File: src/rtl/truth_table_sweeper.sv
// truth_table_sweeper: sweeps all 2**N rows of a run-time SOP minterm mask and POS maxterm mask, streams per-row values and accumulates mismatch statistics
//   clk, reset           rising-edge clock, synchronous active-high reset
//   cfg_we/sel/data      mask write in IDLE (sel 0 = SOP minterms, 1 = POS maxterms), bit i = row i
//   start                begin a sweep (IDLE only)
//   busy, done           busy in SWEEP/DONE; done pulses for the single DONE cycle
//   out_valid/ready      row handshake; out_x/out_sop/out_pos/out_match describe the current row
//   mismatch_count       mismatching rows of the last sweep
//   first_mismatch       lowest mismatching row, 0 if none
//   any_mismatch         mismatch_count != 0
module truth_table_sweeper #(
    parameter int N = 4,
    localparam int R = 1 << N
) (
    input  logic         clk,
    input  logic         reset,
    input  logic         cfg_we,
    input  logic         cfg_sel,
    input  logic [R-1:0] cfg_data,
    input  logic         start,
    output logic         busy,
    output logic         done,
    output logic         out_valid,
    input  logic         out_ready,
    output logic [N-1:0] out_x,
    output logic         out_sop,
    output logic         out_pos,
    output logic         out_match,
    output logic [N:0]   mismatch_count,
    output logic [N-1:0] first_mismatch,
    output logic         any_mismatch
);
    typedef enum logic [1:0] {IDLE, SWEEP, DONE} state_t;
    localparam logic [N-1:0] LAST = N'(R - 1);
    state_t state, state_n;
    logic [R-1:0] sop_mask, pos_mask;
    logic [N-1:0] idx, first;
    logic [N:0] cnt;
    logic sop_bit, pos_bit, accept;
    always_comb begin
        sop_bit = sop_mask[idx];
        pos_bit = !pos_mask[idx];
        accept = state == SWEEP && out_ready;
        state_n = (state == IDLE && start) ? SWEEP :
                  (accept && idx == LAST) ? DONE :
                  (state == DONE) ? IDLE : state;
        // every output is forced low while reset is asserted, before the registers clear
        busy = !reset && state != IDLE;
        done = !reset && state == DONE;
        out_valid = !reset && state == SWEEP;
        out_x = reset ? '0 : idx;
        out_sop = !reset && sop_bit;
        out_pos = !reset && pos_bit;
        out_match = !reset && sop_bit == pos_bit;
        mismatch_count = reset ? '0 : cnt;
        first_mismatch = reset ? '0 : first;
        any_mismatch = !reset && cnt != '0;
    end
    always_ff @(posedge clk) begin
        if (reset) begin
            state <= IDLE;
            sop_mask <= '0;
            pos_mask <= '0;
            idx <= '0;
            cnt <= '0;
            first <= '0;
        end else begin
            state <= state_n;
            if (state == IDLE && cfg_we && !cfg_sel) sop_mask <= cfg_data;
            if (state == IDLE && cfg_we && cfg_sel) pos_mask <= cfg_data;
            if (state == IDLE && start) begin
                idx <= '0;
                cnt <= '0;
                first <= '0;
            end else if (accept) begin
                // the increment past the last row wraps to 0, leaving IDLE presenting row 0
                idx <= idx + 1'b1;
                if (sop_bit != pos_bit) begin
                    cnt <= cnt + 1'b1;
                    if (cnt == '0) first <= idx;
                end
            end
        end
    end
endmodule

File: config.mk
export PLATFORM = sky130hd
export DESIGN_NAME = truth_table_sweeper
export DESIGN_NICKNAME = d
export VERILOG_FILES = /design/src/rtl/truth_table_sweeper.sv
export SDC_FILE = /design/constraint.sdc
export NUM_CORES = 1
export LEC_CHECK = 0
export CORE_ASPECT_RATIO = 0.9
export CORE_MARGIN = 3
export CORE_UTILIZATION = 36
export CTS_CLUSTER_SIZE = 28
export DETAILED_ROUTE_END_ITERATION = 8
export PLACE_DENSITY = 0.66
export SLEW_MARGIN = 10
export SYNTH_ARGS = -nofsm -noshare
export SYNTH_HDL_FRONTEND = slang
export SYNTH_SLANG_ARGS = --single-unit
export TNS_END_PERCENT = 100
File: constraint.sdc
create_clock -name clk -period 1.8 [get_ports clk]
set_input_delay 0.18 -clock clk [delete_from_list [all_inputs] [get_ports clk]]
set_output_delay 0.18 -clock clk [all_outputs]
set_load 0.01 [all_outputs]
==> results.tsv <==
metric	value	unit
synth_compound_area_frac	0.0988	
fin_setup_tns	-3.14	ns
synth_top_family_by_area	simple AND/OR/NAND/NOR gates	
antenna_found_initial	0	
p_seq_frac	0.529	
synth.cell_area	2330	sq um
max-slew-margin-rel	0.612	
synthDistinctLibCells	31	
numCtsBuffers	5	
crit_fanout	5	
insertedDiodeCount	0	
p_sw	530	uW
rows	27	
netlist_instances	276	
outcome	complete, but fails checks	
clk_pin_slew_worst_paths	0.09	ns
end_kind	primary output	
viasPerCell	4.85	
p_int	1.54	mW
hp-class	in2reg	
first_iter_violations	69	
pwr-share-clk	0.319	
drive_above_1_share	0.202	
vias	2055	
ys.warnings.count	0	
yosysTopAreaCellShare	0.404	
hold_depth	3	
ant_nets	0	
period_share	1.27	
htreeDepth	2	
dieHeight	82.3	um
placed_cells	410	
postSynth.asyncResetShare	0	
drc_errors	0	
cts_root_buffer	clkbuf_8	
power.density	658	nW/um^2
r2r_slack	-0.28	ns
dp_hpwl	4170	um
wl_per_cell	13.4	um
finalSetupViolations	12	
fin_area	3150	sq um
r2r.worst_path.cells	7	
io_pins	42	
synthSimpleGateAreaFrac	0.253	
synthFlopType	dfxtp_1	
hold_viol	0	
clock_path_buffers	2	
worst_slew_pin_slew	0.582	ns
slew_viol_final	0	
grt_pass1_wl	9260	um
syn_to_final_growth	35.2	%
grt_remaining_overflow	0	
io_buffers	41	
cts_tree	done	
grt_pass1_vias	1918	
gp_congestion	0.786	
ys_seq_elements	47	
nets	361	
p_leak	1.14	nW
r2r-end	first[1]	
period_minus_slack	2.28	ns
routed_wl	5700	um
layoutNonFillerInstCount	424	
syn-num-nets	301	
yosysSeqAreaShare	0.404	
failed_checks	setup timing	
synth_edf_count	0	
holdBufCountCts	0	
crit_type	reg2out	
grt_max_degree	25	
startpoint_type	register	
switching_share	0.255	
place_ws	-0.594	ns
syn_area_per_cell	8.45	sq um
rsz0062_at_grt	yes	
fin_util	0.510	
power_frac_comb	0.152	
worst_slack	-0.483	ns
min_to	pos_mask[9]	
vdd_ir_drop_max	0.406	mV
worst_ep_arrival_time	2.10	ns
start_util	0.377	
dpl_cell_area	2960	sq um
synthTopCellsByCount	nand2_1 (87), dfxtp_1 (47), a21oi_1 (34)	
fmax	438	MHz
worstPathRequired	1.62	ns
synth_area_leaders	dfxtp_1 (40%), nand2_1 (14%), mux4_2 (7.7%), a21oi_1 (7.3%), mux2i_1 (5.6%)	
synth_mux_area_frac	0.162	
synthAdderAreaFrac	0.0161	
r2r-start	idx[1]	
numClockSinks	47	
die_w	90.8	um
grtUsageTotal	0.153	
dieArea	7480	sq um
hp-start	cfg_data[9]	
clock_skew	0.00907	ns
yosys.area_share.xor_xnor	0.0252	
clock_latency	0.29	ns
yosysMostFrequentCell	nand2_1	
max_cap_viol_count	0	
yosys.area.top_type	dfxtp_1	
firstDrtPassIters	5	
coreArea	6180	sq um
-- layer usage --
layer	vias to the layer above	global-route usage	part of all wire
li1	1043	-	-
met1	973	0.201	0.48
met2	33	0.264	0.48
met3	6	0.0281	0.030
met4	0	0.0422	0.014
met5	-	0	0
-- layout make-up --
type / count / area (sq um)
inverter: 2 / 7.51
tap: 87 / 109
clock inverter: 1 / 8.76
timing repair buffer: 72 / 642
multi-input combinational: 208 / 1350
sequential: 47 / 952
fill: 581 / 3030
clock buffer: 7 / 86.3
-- repair_timing --
item / CTS / global route
pin swaps: 5 / 2
resized for setup: 29 / 6
setup buffers: 6 / 1
hold endpoints to repair: 0 / 0
setup endpoints to repair: 15 / 16
-- stage by stage --
| stage | hold slack (ns) | total power [mW] |
|---|---|---|
| finish | 0.458 | 2.07 |
| global route | 0.454 | 2.16 |
| CTS | 0.458 | 2.08 |
| detailed placement | 0.444 | 1.42 |
| global placement | 0.444 | 1.42 |
| floorplan | 0.316 | 1.28 |
-- sequential cells by signal, summed over array words and instances, names as in the netlist --
register	cells
idx	4
pos_mask	16
cnt	5
sop_mask	16
state	2
first	4
-- cells in the final DEF (no fill, tap or decap), types with 2 or more instances in the layout --
| master | n |
|---|---|
| mux2i_1 | 13 |
| buf_4 | 27 |
| mux2i_4 | 3 |
| clkdlybuf4s50_1 | 33 |
| dlygate4sd2_1 | 2 |
| buf_2 | 4 |
| nand2b_1 | 4 |
| nand2_1 | 87 |
| dfxtp_4 | 2 |
| clkbuf_8 | 6 |
| nand3_1 | 3 |
| a21oi_1 | 34 |
| nor3b_1 | 2 |
| nor2b_1 | 13 |
| o22ai_4 | 2 |
| o22ai_2 | 3 |
| dfxtp_1 | 42 |
| ha_1 | 3 |
| buf_6 | 3 |
| xor2_2 | 2 |
| nand4_1 | 4 |
| inv_1 | 2 |
| xor2_1 | 2 |
| dfxtp_2 | 3 |
| nand3b_1 | 2 |
| mux4_2 | 8 |
| nor2_1 | 14 |
-- critical path, cell delays in order, from the launching register on --
cell and delay, ns:
dfxtp_4 0.40, buf_6 0.13, mux4_2 0.53, mux2i_4 0.21
xor2_2 0.17, mux2i_1 0.09, nor2_1 0.13, buf_2 0.15
-- logic make-up after synthesis --
logic type	count (synthesis)
mux	24
buf+inv	21
simple gates	134
xor+xnor	5
compound gates	42
flops	47
fa+ha+maj	3
-- power groups by stage --
stage / clock, mW / combinational [mW] / sequential [mW]
final: 0.661 / 0.315 / 1.10
after global routing: 0.711 / 0.344 / 1.10
after CTS: 0.667 / 0.314 / 1.10
after detailed placement: 0 / 0.300 / 1.12
after global placement: 0 / 0.295 / 1.12
after floorplan: 0 / 0.168 / 1.11
-- how the worst max path moves through the flow --
stage               slack [ns]    from         to  cells after the start
floorplan                -0.13  idx[1]  out_match                      6
global placement         -0.54  idx[1]  out_match                      7
detailed placement       -0.59  idx[1]  out_match                      7
CTS                      -0.49  idx[1]  out_match                      7
global route             -0.55  idx[1]  out_match                      7
finish                   -0.48  idx[1]  out_match                      7
(Power assumes the default switching activity.)
